**config.mk**
```make
export PLATFORM = sky130hd
export DESIGN_NAME = parking_sensor_gen
export DESIGN_NICKNAME = d
export VERILOG_FILES = /design/src/rtl/parking_pkg.sv /design/src/rtl/parking_sensor_gen_phase_timer.sv /design/src/rtl/parking_sensor_gen.sv
export SDC_FILE = /design/constraint.sdc
export NUM_CORES = 1
export LEC_CHECK = 0
export BUFFER_PORTS_ARGS = -buffer_cell sky130_fd_sc_hd__clkbuf_2
export CORE_MARGIN = 1.5
export CORE_UTILIZATION = 45
export CTS_CLUSTER_SIZE = 8
export DETAILED_ROUTE_END_ITERATION = 16
export PLACE_DENSITY = 0.76
export SETUP_SLACK_MARGIN = 0.05
export SYNTH_ARGS = -nofsm -noshare
export SYNTH_HDL_FRONTEND = slang
export SYNTH_SLANG_ARGS = --single-unit
```
**constraint.sdc**
```tcl
create_clock -name clk -period 2.5 [get_ports clk]
set_input_delay 0.25 -clock clk [delete_from_list [all_inputs] [get_ports clk]]
set_output_delay 0.25 -clock clk [all_outputs]
set_load 0.1 [all_outputs]
```
**src/rtl/parking_pkg.sv**
```systemverilog
// parking_pkg -- shared types and constants for the parking sensor generator.
//   cmd_t        : sequence command encoding (ENTRY, EXIT, PED, RSVD)
//   psg_state_t  : generator FSM states
//   PAT_*        : {sensor_a, sensor_b} output patterns
//   Helpers pick the first/third phase pattern and qualify a command.
//   Optional feature macro: PSG_PED_EN (pedestrian sequence support).
package parking_pkg;

    typedef enum logic [1:0] {
        CMD_ENTRY = 2'b00,
        CMD_EXIT  = 2'b01,
        CMD_PED   = 2'b10,
        CMD_RSVD  = 2'b11
    } cmd_t;

    typedef enum logic [2:0] {
        ST_IDLE = 3'd0,
        ST_PH1  = 3'd1,
        ST_PH2  = 3'd2,
        ST_PH3  = 3'd3,
        ST_GAP  = 3'd4,
        ST_DONE = 3'd5
    } psg_state_t;

    localparam logic [1:0] PAT_CLEAR = 2'b00;
    localparam logic [1:0] PAT_A     = 2'b10;
    localparam logic [1:0] PAT_AB    = 2'b11;
    localparam logic [1:0] PAT_B     = 2'b01;

    // EXIT enters from the inner sensor; ENTRY and PED from the outer one.
    function automatic logic [1:0] first_pat(input cmd_t c);
        case (c)
            CMD_EXIT: first_pat = PAT_B;
            default:  first_pat = PAT_A;
        endcase
    endfunction

    // Last occupied phase mirrors the first one.
    function automatic logic [1:0] third_pat(input cmd_t c);
        case (c)
            CMD_EXIT: third_pat = PAT_A;
            default:  third_pat = PAT_B;
        endcase
    endfunction

    // Commands that start a sequence; PED only when the feature is built in.
    function automatic logic cmd_valid(input cmd_t c);
        case (c)
            CMD_ENTRY: cmd_valid = 1'b1;
            CMD_EXIT:  cmd_valid = 1'b1;
`ifdef PSG_PED_EN
            CMD_PED:   cmd_valid = 1'b1;
`endif
            default:   cmd_valid = 1'b0;
        endcase
    endfunction

endpackage

```
**src/rtl/parking_sensor_gen_phase_timer.sv**
```systemverilog
// phase_timer -- loadable down-counter used for both phase and gap timing.
//   clk, reset : clock and synchronous active-high reset
//   load       : load load_val this cycle (takes priority over counting)
//   load_val   : cycles remaining minus one
//   expired    : count has reached zero (last cycle of the interval)
module phase_timer (
    input  logic       clk,
    input  logic       reset,
    input  logic       load,
    input  logic [7:0] load_val,
    output logic       expired
);

    logic [7:0] count_r;

    // Count down to zero and hold there until reloaded.
    always_ff @(posedge clk) begin
        if (reset) begin
            count_r <= 8'd0;
        end else if (load) begin
            count_r <= load_val;
        end else if (count_r != 8'd0) begin
            count_r <= count_r - 8'd1;
        end else begin
            count_r <= count_r;
        end
    end

    assign expired = (count_r == 8'd0);

endmodule

```
**src/rtl/parking_sensor_gen.sv**
```systemverilog
// parking_sensor_gen -- emulates a two-sensor (outer A, inner B) vehicle
// detector, producing ENTRY/EXIT (and optionally PED) blocking sequences.
//   clk, reset          : clock, synchronous active-high reset
//   start, cmd, rep     : request, sequence type, repeat count (0 means 1)
//   sensor_a, sensor_b  : registered emulated sensor outputs (1 = blocked)
//   busy, done          : sequence in progress / one-cycle completion pulse
//   entries_sent, exits_sent : wrapping counts of completed sequences
// Optional feature macro: PSG_PED_EN enables the PED (PH1 -> GAP) sequence.
module parking_sensor_gen
    import parking_pkg::*;
#(
    parameter int PHASE_CYCLES = 2,
    parameter int GAP_CYCLES   = 4,
    parameter int CNT_W        = 8
) (
    input  logic             clk,
    input  logic             reset,
    input  logic             start,
    input  logic [1:0]       cmd,
    input  logic [3:0]       rep,
    output logic             sensor_a,
    output logic             sensor_b,
    output logic             busy,
    output logic             done,
    output logic [CNT_W-1:0] entries_sent,
    output logic [CNT_W-1:0] exits_sent
);

    localparam logic [7:0]       PH_LOAD  = 8'(PHASE_CYCLES - 1);
    localparam logic [7:0]       GAP_LOAD = 8'(GAP_CYCLES - 1);
    localparam logic [CNT_W-1:0] CNT_ONE  = {{(CNT_W-1){1'b0}}, 1'b1};

    psg_state_t       state_r;
    cmd_t             cmd_r;
    cmd_t             cmd_s;
    logic [3:0]       rep_left_r;
    logic [1:0]       sens_r;
    logic             busy_r;
    logic             done_r;
    logic [CNT_W-1:0] entries_r;
    logic [CNT_W-1:0] exits_r;
    logic             accept_s;
    logic             load_s;
    logic [7:0]       load_val_s;
    logic             expired_s;

    assign cmd_s = cmd_t'(cmd);

    phase_timer u_timer (
        .clk      (clk),
        .reset    (reset),
        .load     (load_s),
        .load_val (load_val_s),
        .expired  (expired_s)
    );

    // Timer reload: on acceptance and on every phase/gap boundary; the
    // reload value is the length of the interval being entered.
    always_comb begin
        accept_s   = 1'b0;
        load_s     = 1'b0;
        load_val_s = PH_LOAD;
        case (state_r)
            ST_IDLE: begin
                if (start && cmd_valid(cmd_s)) begin
                    accept_s = 1'b1;
                    load_s   = 1'b1;
                end else begin
                    accept_s = 1'b0;
                end
            end
            ST_PH1: begin
                if (expired_s) begin
                    load_s = 1'b1;
`ifdef PSG_PED_EN
                    load_val_s = (cmd_r == CMD_PED) ? GAP_LOAD : PH_LOAD;
`endif
                end else begin
                    load_s = 1'b0;
                end
            end
            ST_PH2: begin
                if (expired_s) begin
                    load_s = 1'b1;
                end else begin
                    load_s = 1'b0;
                end
            end
            ST_PH3: begin
                if (expired_s) begin
                    load_s     = 1'b1;
                    load_val_s = GAP_LOAD;
                end else begin
                    load_s = 1'b0;
                end
            end
            ST_GAP: begin
                if (expired_s) begin
                    load_s = 1'b1;
                end else begin
                    load_s = 1'b0;
                end
            end
            default: begin
                load_s = 1'b0;
            end
        endcase
    end

    // Sequence FSM with registered sensor, status and counter outputs.
    always_ff @(posedge clk) begin
        if (reset) begin
            state_r    <= ST_IDLE;
            cmd_r      <= CMD_ENTRY;
            rep_left_r <= 4'd0;
            sens_r     <= PAT_CLEAR;
            busy_r     <= 1'b0;
            done_r     <= 1'b0;
            entries_r  <= {CNT_W{1'b0}};
            exits_r    <= {CNT_W{1'b0}};
        end else begin
            done_r <= 1'b0;
            case (state_r)
                ST_IDLE: begin
                    if (accept_s) begin
                        cmd_r      <= cmd_s;
                        rep_left_r <= (rep == 4'd0) ? 4'd0 : rep - 4'd1;
                        sens_r     <= first_pat(cmd_s);
                        busy_r     <= 1'b1;
                        state_r    <= ST_PH1;
                    end
                end
                ST_PH1: begin
                    if (expired_s) begin
`ifdef PSG_PED_EN
                        if (cmd_r == CMD_PED) begin
                            sens_r  <= PAT_CLEAR;
                            state_r <= ST_GAP;
                        end else begin
                            sens_r  <= PAT_AB;
                            state_r <= ST_PH2;
                        end
`else
                        sens_r  <= PAT_AB;
                        state_r <= ST_PH2;
`endif
                    end
                end
                ST_PH2: begin
                    if (expired_s) begin
                        sens_r  <= third_pat(cmd_r);
                        state_r <= ST_PH3;
                    end
                end
                ST_PH3: begin
                    if (expired_s) begin
                        sens_r  <= PAT_CLEAR;
                        state_r <= ST_GAP;
                    end
                end
                ST_GAP: begin
                    if (expired_s) begin
                        if (cmd_r == CMD_ENTRY) begin
                            entries_r <= entries_r + CNT_ONE;
                        end
                        if (cmd_r == CMD_EXIT) begin
                            exits_r <= exits_r + CNT_ONE;
                        end
                        // Next repeat starts straight from the gap's last cycle.
                        if (rep_left_r != 4'd0) begin
                            rep_left_r <= rep_left_r - 4'd1;
                            sens_r     <= first_pat(cmd_r);
                            state_r    <= ST_PH1;
                        end else begin
                            busy_r  <= 1'b0;
                            done_r  <= 1'b1;
                            state_r <= ST_DONE;
                        end
                    end
                end
                ST_DONE: begin
                    state_r <= ST_IDLE;
                end
                default: begin
                    sens_r  <= PAT_CLEAR;
                    busy_r  <= 1'b0;
                    state_r <= ST_IDLE;
                end
            endcase
        end
    end

    assign sensor_a     = sens_r[1];
    assign sensor_b     = sens_r[0];
    assign busy         = busy_r;
    assign done         = done_r;
    assign entries_sent = entries_r;
    assign exits_sent   = exits_r;

endmodule

```
==> flow_summary.json, run 1 <==
{
  "timing.final.crit_period_ns": 2.30,
  "crit_fanout": 14,
  "stdcell_count": 320,
  "placed_cells": 312,
  "fin_util_pct": 56.6,
  "finalHoldViolCount": 0,
  "core_area_mm2": 0.00412,
  "area.growth.synth_to_final_pct": 17.9,
  "syn_inst": 234,
  "fin_ws_ns": 0.201,
  "vias_per_cell": 5.73,
  "cts-hold-fix-buffers": 0,
  "cp.arrival_ns": 2.44,
  "clkSinkCount": 37,
  "fin_setup_tns_ns": 0,
  "place_worst_setup_slack_ns": 0.229,
  "wl_per_cell_um": 13.1,
  "synth-edff-count": 0,
  "layout.area.seq_um2": 741,
  "yosysUniqueCellTypes": 50,
  "use_met1_pct": 22.6,
  "layout.nets": 283,
  "die_area_mm2": 0.00480,
  "pin_count": 29,
  "rows": 23,
  "drv_slew": 0,
  "grtUsageMet3_pct": 4.07,
  "yosys_most_used_dff": "dfxtp_1",
  "vias": 1834,
  "postPlaceCellArea_mm2": 0.00221,
  "grt_setup_unrepaired": "no",
  "h-tree-depth": 2,
  "p_per_area_mw_per_mm2": 853,
  "synth_area_leaders": "dfxtp_1 (37%), a21oi_1 (5.3%), nor2_1 (3.6%)",
  "crit_buf_inv": 0,
  "yosysSeqAreaShare_pct": 37.5,
  "netlist_area_mm2": 0.00198,
  "ys_ff_latch": 37,
  "path_clk_slew_ns": 0.07,
  "grt_pass1_wl_mm": 7.03,
  "crit_path_end_kind": "flop",
  "grt_max_degree": 35,
  "relSlewSlack_pct": 55.9,
  "final_cell_area_mm2": 0.00233,
  "cts_setup_buffers": 0,
  "status": "finished, final reports clean",
  "critPathTopFamily": "simple AND/OR/NAND/NOR gates",
  "vdd_drop_max_mv": 0.407,
  "overflow": 0,
  "gr-max-usage-layer": "met2",
  "clockBufferDepth": 2,
  "grt_pass1_vias": 1585,
  "cts_tree": "done",
  "grt_usage_pct": 17.8,
  "crit_chain": "or3b_1 > or4_1 > a221oi_1 > a211oi_1",
  "start_util_pct": 48.0,
  "synth_top_cell_by_area": "dfxtp_1",
  "cp.required_ns": 2.65,
  "final_antenna_net_count": 0,
  "path_class": "flop to flop",
  "clkLatencyLatePin_ns": 0.29,
  "setup_viol": 0,
  "crit_slowest_cell": "or4_1",
  "antenna_found_initial": 0,
  "cts_resized": 0,
  "synthesis.nets": 248,
  "die_w_um": 69.3,
  "hold_path.class": "input pin to flop",
  "die_h_um": 69.3,
  "synth_warnings": 0,
  "root_buffer": "clkbuf_8",
  "slowest_delay_ns": 0.67,
  "fin_crit_sh_pct": 92.0,
  "gp_congestion": 0.791,
  "fin_skew_ns": 0.00677,
  "diodes": 0,
  "place_hpwl_mm": 3.00,
  "maxCapViolCount": 0,
  "max_freq_mhz": 435,
  "avgSynthCellArea_um2": 8.44,
  "worst_setup_path_start_kind": "flop",
  "synth_top_area_share_pct": 37.5,
  "p_leak_nw": 0.905,
  "drt_pass1_iterations": 4,
  "drt-initial-drc-count": 112,
  "cts_buffers": 5,
  "port_buffers": 28,
  "fill_cells": 370,
  "worst_slew_pin_slew_ns": 0.661,
  "async_reset_ff_share_pct": 0,
  "wirelength_mm": 4.18,
  "drive_gt1_share_pct": 19.3,
  "met2_usage_pct": 29.4,
  "multi_input_area_mm2": 0.00115,
  "drcViolationCount": 0
}
## power by group
part           switching (W)  internal (W)
Sequential         0.0000663      0.000653
Combinational       0.000437      0.000302
Clock               0.000205      0.000325
## final timing paths
check                                             startpoint                           end  slack, ns  cells past startpoint
worst max register to register       state_r[2]$_SDFFE_PP0P_    rep_left_r[0]$_SDFFE_PP0P_       0.20                      4
worst max-delay path                 state_r[2]$_SDFFE_PP0P_    rep_left_r[0]$_SDFFE_PP0P_       0.20                      4
worst min register to register  entries_sent[7]$_SDFFE_PP0P_  entries_sent[7]$_SDFFE_PP0P_       0.48                      2
worst min-delay path                                  cmd[0]         cmd_r[0]$_SDFFE_PP0P_       0.24                      3
## layout by cell type, fill, tap and decap left out, types with 4 or more instances in the layout
cell type	netlist	routed
nor3_1	10	10
o31ai_1	6	6
dfxtp_1	37	37
a21oi_1	21	21
o21ai_0	11	11
or4_1	8	8
nor2b_1	4	4
clkbuf_2	0	28
nand3_1	7	7
ha_1	5	5
nand2_1	11	11
buf_4	0	12
inv_1	9	9
nor3b_1	4	4
a211oi_1	4	4
xor2_1	8	8
mux2i_1	5	5
nor2_1	19	19
or3_1	7	7
clkbuf_8	0	6
## cells in the mapped netlist, types with 2 or more instances
cell type / instances
nand2b_1: 3
o2111ai_1: 2
nor3_1: 10
nor3b_1: 4
dfxtp_1: 37
ha_1: 5
and3_1: 3
or4_1: 8
or3_1: 7
o211ai_1: 2
a211oi_1: 4
xor2_1: 8
o41ai_1: 2
clkbuf_1: 8
inv_1: 9
o31ai_1: 6
buf_2: 2
nor2b_1: 4
nand3b_1: 2
mux2i_1: 5
a31oi_1: 2
nor2_1: 19
o21ai_0: 11
and2_1: 2
o21a_1: 2
a221o_1: 3
nand2_1: 11
nand3_1: 7
a21oi_1: 21
o32a_1: 2
o22ai_1: 2
nand4_1: 3
## cell families (layout without fill, tap and decap cells)
kind of cell | Yosys count | count (layout) | synth area share (%)
compound gates | 67 | 67 | 22.7
flops | 37 | 37 | 37.5
xor+xnor | 9 | 9 | 3.99
fa+ha+maj | 5 | 5 | 3.17
buf+inv | 21 | 57 | 4.50
simple gates | 89 | 89 | 25.0
mux | 6 | 6 | 3.10
## layout make-up
| class | count | share of cell area [%] |
|---|---|---|
| Multi-Input combinational cell | 176 | 49.2 |
| Sequential cell | 37 | 31.8 |
| Timing Repair Buffer | 40 | 9.88 |
| Clock buffer | 7 | 3.71 |
| Tap cell | 50 | 2.69 |
| Inverter | 9 | 1.45 |
| Clock inverter | 1 | 1.29 |
## sequential cells by signal, summed over array words and instances (netlist names)
name / cells
sens_r: 2
u_timer.count_r: 8
cmd_r: 2
rep_left_r: 4
exits_sent: 8
busy: 1
state_r: 3
done: 1
entries_sent: 8
## per-stage QoR
step / hold slack (ns) / power, W
2_1_floorplan: 0.394 / 0.00126
3_3_place_gp: 0.463 / 0.00146
3_5_place_dp: 0.472 / 0.00146
4_1_cts: 0.241 / 0.00200
5_1_grt: 0.272 / 0.00211
6_report: 0.241 / 0.00199
## layer usage
metal / share of wire [%] / vias up
met3: 3.4 / 7
met4: 1.7 / 0
li1: - / 946
met5: 0 / -
met2: 47 / 35
met1: 48 / 846
## worst register-to-register path, delay by kind of cell (launching register included)
| kind | cells | cell delay [ns] |
|---|---|---|
| DFF | 1 | 0.57 |
| AOI/OAI and AO/OA | 2 | 0.43 |
| and+or+nand+nor | 2 | 1.16 |
Note: power is estimated with default switching activity, not from simulation.
==> inputs of run 2 (changes only) <==
==> constraint.sdc (replaced) <==
create_clock -name clk -period 2.7 [get_ports clk]
set_input_delay 0.27 -clock clk [delete_from_list [all_inputs] [get_ports clk]]
set_output_delay 0.27 -clock clk [all_outputs]
set_load 0.1 [all_outputs]
==> run 2 against run 1 <==
  * Clock power down 14%
  * Worst hold slack worse by 0.015 ns
  * Critical endpoint is now rep_left_r[2]$_SDFFE_PP0P_
  * Final cell count down 1.9%
  * Worst setup slack better by 0.16 ns
  * Design area down 2.1%
  * Largest cell class unchanged
  * Total power down 10%
  * Critical path depth up 2
  * Clock skew up 0.0036 ns
  * Routed wire length up 3.4%
==> flow_summary.json, run 2 (synthesis results as in run 1) <==
{
  "grt_setup_unrepaired": "no",
  "crit_fanout": 8,
  "status": "finished, final reports clean",
  "drt-initial-drc-count": 99,
  "worst_slew_pin_slew_ns": 0.601,
  "total_power_w": 0.00178,
  "area.growth.synth_to_final_pct": 15.4,
  "setup_viol": 0,
  "die_h_um": 69.3,
  "path_clk_slew_ns": 0.08,
  "timing.final.crit_period_ns": 2.34,
  "reg2regPathDepth": 6,
  "grt_pass1_wl_mm": 7.45,
  "grt_usage_pct": 18.5,
  "final_common_cell": "dfxtp_1",
  "gp_congestion": 0.866,
  "max_freq_mhz": 427,
  "wl_per_cell_um": 13.8,
  "p_leak_nw": 0.877,
  "overflow": 0,
  "final_antenna_net_count": 0,
  "place_hpwl_mm": 3.13,
  "final_cell_mix": "dfxtp_1 (37), clkbuf_2 (28), a21oi_1 (21), nor2_1 (19)",
  "fin_setup_tns_ns": 0,
  "port_buffers": 28,
  "hold_path.class": "input pin to flop",
  "maxCapViolCount": 0,
  "relSlewSlack_pct": 59.8,
  "cp.required_ns": 2.91,
  "placed_cells": 307,
  "rr_startpoint": "u_timer.count_r[0]$_SDFFE_PP0P_",
  "cts_resized": 0,
  "fin_skew_ns": 0.0103,
  "worst_setup_path_start_kind": "flop",
  "cts_setup_buffers": 0,
  "drt_pass1_iterations": 4,
  "rows": 23,
  "cp.arrival_ns": 2.55,
  "drive_gt1_share_pct": 17.8,
  "die_area_mm2": 0.00480,
  "pin_count": 29,
  "fill_cells": 384,
  "drv_slew": 0,
  "finalHoldViolCount": 0,
  "cts_buffers": 5,
  "crit_path_end_kind": "flop",
  "vias_per_cell": 5.88,
  "h-tree-depth": 2,
  "die_w_um": 69.3,
  "p_per_area_mw_per_mm2": 780,
  "root_buffer": "clkbuf_8",
  "start_util_pct": 48.0,
  "clkSinkCount": 37,
  "antenna_found_initial": 0,
  "worst_setup_path_startpoint": "u_timer.count_r[0]$_SDFFE_PP0P_",
  "grt_pass1_vias": 1586,
  "cts_tree": "done",
  "critical_path.endpoint": "rep_left_r[2]$_SDFFE_PP0P_",
  "clockBufferDepth": 2,
  "drcViolationCount": 0,
  "reg2reg_to": "rep_left_r[2]$_SDFFE_PP0P_",
  "stdcell_count": 314,
  "clkLatencyLatePin_ns": 0.29,
  "diodes": 0,
  "vdd_drop_max_mv": 0.390,
  "core_area_mm2": 0.00412,
  "path_class": "flop to flop",
  "layout.nets": 278,
  "postPlaceCellArea_mm2": 0.00218,
  "wirelength_mm": 4.32,
  "final_cell_area_mm2": 0.00228,
  "rrSetupSlack_ns": 0.36,
  "grt_max_degree": 31,
  "vias": 1846,
  "fin_crit_sh_pct": 86.7,
  "cts-hold-fix-buffers": 0
}
==> run 2: cell types whose count changed in the layout (fill, tap and decap cells not counted), sizes merged <==
cell and change:
clkinv +1, clkbuf -2, buf -5
==> run 2: worst min path at each step <==
stage                                      end  slack [ns]  cells past startpoint                  startpoint
2_1_floorplan            cmd_r[0]$_SDFFE_PP0P_        0.41                      2                      cmd[0]
3_3_place_gp        exits_sent[7]$_SDFFE_PP0P_        0.46                      2  exits_sent[7]$_SDFFE_PP0P_
3_5_place_dp             cmd_r[1]$_SDFFE_PP0P_        0.48                      1       cmd_r[1]$_SDFFE_PP0P_
4_1_cts        u_timer.count_r[0]$_SDFFE_PP0P_        0.22                      2                       reset
5_1_grt                state_r[1]$_SDFFE_PP0P_        0.24                      2                       reset
6_report       u_timer.count_r[0]$_SDFFE_PP0P_        0.23                      2                       reset
==> run 2: layout make-up <==
class / instances / area (um^2) / area share [%]
flip-flops and latches: 37 / 741 / 32.5
well taps: 50 / 62.6 / 2.74
repair buffers: 35 / 193 / 8.45
multi-input cells: 176 / 1150 / 50.3
clock buffers: 5 / 68.8 / 3.02
inverters: 9 / 33.8 / 1.48
clock inverters: 2 / 35.0 / 1.54
==> run 2: per-stage QoR <==
step	hold WS [ns]	utilization [%]	worst slack, ns
floorplan	0.414	-	0.419
global placement	0.463	52.9	0.474
detailed placement	0.477	52.9	0.415
CTS	0.220	55.4	0.375
global route	0.237	55.4	0.231
finish	0.225	55.4	0.359
==> run 2: report_power, final <==
group	switching [W]	internal, W
Combinational	0.000404	0.000248
Clock	0.000190	0.000268
Sequential	0.0000657	0.000604
==> run 2: layer usage <==
metal  global-route usage (%)  up-vias  wire (um)
met3                     4.51        7        170
met1                     25.1      865       1990
met2                     29.3       44       2110
li1                         -      930          -
met4                     4.79        0         55
met5                        0        -          0
==> run 2: critical path, cell delays in order, from the launching register on <==
cell	delay, ns
dfxtp_1	0.32
inv_1	0.11
ha_1	0.18
or3b_2	0.48
or4_1	0.68
a221o_1	0.35
o22ai_1	0.15
==> inputs of run 3 (changes only) <==
--- a/config.mk
+++ b/config.mk
@@ -14,4 +14,5 @@
 export SETUP_SLACK_MARGIN = 0.05
 export SYNTH_ARGS = -nofsm -noshare
 export SYNTH_HDL_FRONTEND = slang
+export SYNTH_HIERARCHICAL = 1
 export SYNTH_SLANG_ARGS = --single-unit
==> run 3 against run 2 <==
  * Final cell count up 3.8%
  * Sequential power up 6.0%
  * Synthesized cell count up 2.6%
  * Non-clock buffer count down 1
  * Critical path type unchanged
==> flow_summary.json, run 3 <==
{
  "status": "finished, final reports clean",
  "cp.arrival_ns": 2.65,
  "drv_slew": 0,
  "maxCapViolCount": 0,
  "highest_layer": "met4",
  "synth_warnings": 6,
  "cts_setup_buffers": 0,
  "start_util_pct": 46.4,
  "pin_count": 29,
  "crit_buf_inv": 2,
  "drt_pass1_iterations": 4,
  "netlist_area_mm2": 0.00199,
  "wl_per_cell_um": 12.0,
  "rr_startpoint": "u_timer/count_r[0]$_SDFFE_PP0P_",
  "worst_slew_pin_slew_ns": 0.546,
  "power.share.sequential_pct": 41.5,
  "h-tree-depth": 2,
  "die_area_mm2": 0.00483,
  "fin_skew_ns": 0.00940,
  "antenna_found_initial": 0,
  "reg2regPathDepth": 9,
  "layout.area.seq_um2": 741,
  "fill_cells": 418,
  "clkSinkCount": 37,
  "hold_path.class": "input pin to flop",
  "crit_slowest_cell": "dfxtp_1",
  "hold_depth": 3,
  "die_w_um": 69.5,
  "p_clk_share_pct": 22.4,
  "yosysUniqueCellTypes": 48,
  "yosysMostFrequentCell": "dfxtp_1",
  "hold_start": "cmd[0]",
  "p_per_area_mw_per_mm2": 750,
  "rows": 24,
  "drcViolationCount": 0,
  "pwr-share-comb_pct": 36.1,
  "cts_tree": "done",
  "grt_setup_unrepaired": "no",
  "wl_met2_mm": 1.80,
  "area.growth.synth_to_final_pct": 14.6,
  "final_cell_mix": "dfxtp_1 (37), clkbuf_2 (28), nor2_1 (24), nand2_1 (20), a21oi_1 (17)",
  "vias": 1757,
  "ys_ff_latch": 37,
  "async_reset_ff_share_pct": 0,
  "crit_chain": "inv_1 > ha_1 > and4bb_1 > buf_4 > o21ai_0 > a21oi_1 > or2_2 > or2_2 > o32ai_1",
  "yosys_most_used_dff": "dfxtp_1",
  "fin_setup_tns_ns": 0,
  "p_sw_share_pct": 37.4,
  "layout.nets": 286,
  "min_to": "cmd_r[0]$_SDFFE_PP0P_",
  "place_hpwl_mm": 2.80,
  "crit_fanout": 13,
  "final_cell_area_mm2": 0.00228,
  "vdd_drop_max_mv": 0.302,
  "diodes": 0,
  "postPlaceCellArea_mm2": 0.00220,
  "path_clk_slew_ns": 0.08,
  "reg2reg_to": "u_timer/count_r[3]$_SDFFE_PP0P_",
  "synth-edff-count": 0,
  "gp_congestion": 0.827,
  "avgSynthCellArea_um2": 8.30,
  "p_switching_w": 0.000641,
  "grt_pass1_vias": 1519,
  "synth_top_area_share_pct": 37.2,
  "cts_buffers": 5,
  "timing.final.crit_period_ns": 2.45,
  "grt_pass1_wl_mm": 6.57,
  "overflow": 0,
  "synth_area_leaders": "dfxtp_1 (37%), xor2_1 (6.2%), nor2_1 (4.5%)",
  "core_area_mm2": 0.00429,
  "relSlewSlack_pct": 63.8,
  "final_antenna_net_count": 0,
  "synthTopCellsByCount": "dfxtp_1 (37), nor2_1 (24), nand2_1 (20)",
  "clkLatencyLatePin_ns": 0.30,
  "clockBufferDepth": 2,
  "finalHoldViolCount": 0,
  "fin_crit_sh_pct": 90.6,
  "port_buffers": 28,
  "drt-initial-drc-count": 54,
  "die_h_um": 69.5,
  "wl_met3_um": 205,
  "setup_viol": 0,
  "cp.required_ns": 2.90,
  "max_freq_mhz": 409,
  "critPathTopFamily": "simple AND/OR/NAND/NOR gates",
  "grt_usage_pct": 16.8,
  "slowest_delay_ns": 0.38,
  "final_common_cell": "dfxtp_1",
  "worst_setup_path_start_kind": "flop",
  "drive_gt1_share_pct": 18.6,
  "internal-power_w": 0.00107,
  "path_class": "flop to flop",
  "root_buffer": "clkbuf_8",
  "vias_per_cell": 5.39,
  "wirelength_mm": 3.90,
  "yosysSeqAreaShare_pct": 37.2,
  "p_leak_nw": 0.918,
  "grt_max_degree": 23,
  "synth_top_cell_by_area": "dfxtp_1",
  "cpMostUsedCell": "or2_2",
  "crit_path_end_kind": "flop",
  "multi_input_area_mm2": 0.00116,
  "syn_inst": 240,
  "wirelength_met1_mm": 1.84,
  "rrSetupSlack_ns": 0.25,
  "cts_resized": 0,
  "cts-hold-fix-buffers": 0
}
## run 3: cell types whose count changed after synthesis, sizes merged, moves of 4 or more
cell	change
and2	+4
nand2	+10
nand4	+5
or4	-6
o31ai	-4
xor2	+6
nor2	+5
o32ai	+4
or3	-4
a21oi	-5
o21ai	-4
## run 3: kinds of logic (layout without fill, tap and decap cells)
logic type | count (synthesis) | in the layout | synth area share [%]
AND/OR/NAND/NOR | 107 | 107 | 30.0
AO/OA/AOI/OAI | 46 | 46 | 15.7
flip-flops | 37 | 37 | 37.2
buffers and inverters | 24 | 53 | 5.28
XOR/XNOR | 17 | 17 | 7.48
adder cells (fa/ha/maj) | 4 | 4 | 2.51
multiplexers | 3 | 3 | 1.51
other | 2 | 7 | 0.377
## run 3: layout make-up
cell class | instances | share of cell area (%)
clock buffer | 5 | 3.01
clock inverter | 3 | 0.767
inverter | 11 | 1.81
multi-input combinational | 184 | 51.0
sequential | 37 | 32.4
tap | 52 | 2.85
timing repair buffer | 34 | 8.11
## run 3: worst max path at each step
stage	from	to	cells past startpoint
floorplan	u_timer/count_r[0]$_SDFFE_PP0P_	u_timer/count_r[0]$_SDFFE_PP0P_	10
global placement	u_timer/count_r[0]$_SDFFE_PP0P_	u_timer/count_r[4]$_SDFFE_PP0P_	7
detailed placement	u_timer/count_r[0]$_SDFFE_PP0P_	u_timer/count_r[3]$_SDFFE_PP0P_	9
CTS	u_timer/count_r[0]$_SDFFE_PP0P_	u_timer/count_r[3]$_SDFFE_PP0P_	9
global route	u_timer/count_r[0]$_SDFFE_PP0P_	u_timer/count_r[3]$_SDFFE_PP0P_	9
finish	u_timer/count_r[0]$_SDFFE_PP0P_	u_timer/count_r[3]$_SDFFE_PP0P_	9
## run 3: worst min-delay path: stages
cell and delay, ns:
clkbuf_2 0.10, nand2_1 0.06, a21oi_1 0.05
## run 3: layer usage
layer,up-vias,GRT usage (%)
met3,6,3.92
met5,-,0
li1,916,-
met1,797,21.1
met2,38,26.7
met4,0,8.71
## run 3: stage by stage
step / cells / hold slack [ns] / util (%) / setup slack, ns / total power [W]
floorplan: 245 / 0.406 / - / 0.265 / 0.00123
detailed placement: 318 / 0.470 / 51.2 / 0.290 / 0.00133
global placement: 318 / 0.461 / 51.2 / 0.384 / 0.00132
global route: 326 / 0.246 / 53.2 / 0.0634 / 0.00182
finish: 326 / 0.228 / 53.2 / 0.253 / 0.00171
CTS: 326 / 0.222 / 53.2 / 0.244 / 0.00172
## run 3: power by group through the flow
stage | Combinational, W | Sequential (W) | Clock [W]
after floorplan | 0.000472 | 0.000755 | 0
after global placement | 0.000601 | 0.000718 | 0
after detailed placement | 0.000613 | 0.000721 | 0
after CTS | 0.000619 | 0.000708 | 0.000391
after global routing | 0.000687 | 0.000721 | 0.000411
final | 0.000618 | 0.000710 | 0.000383
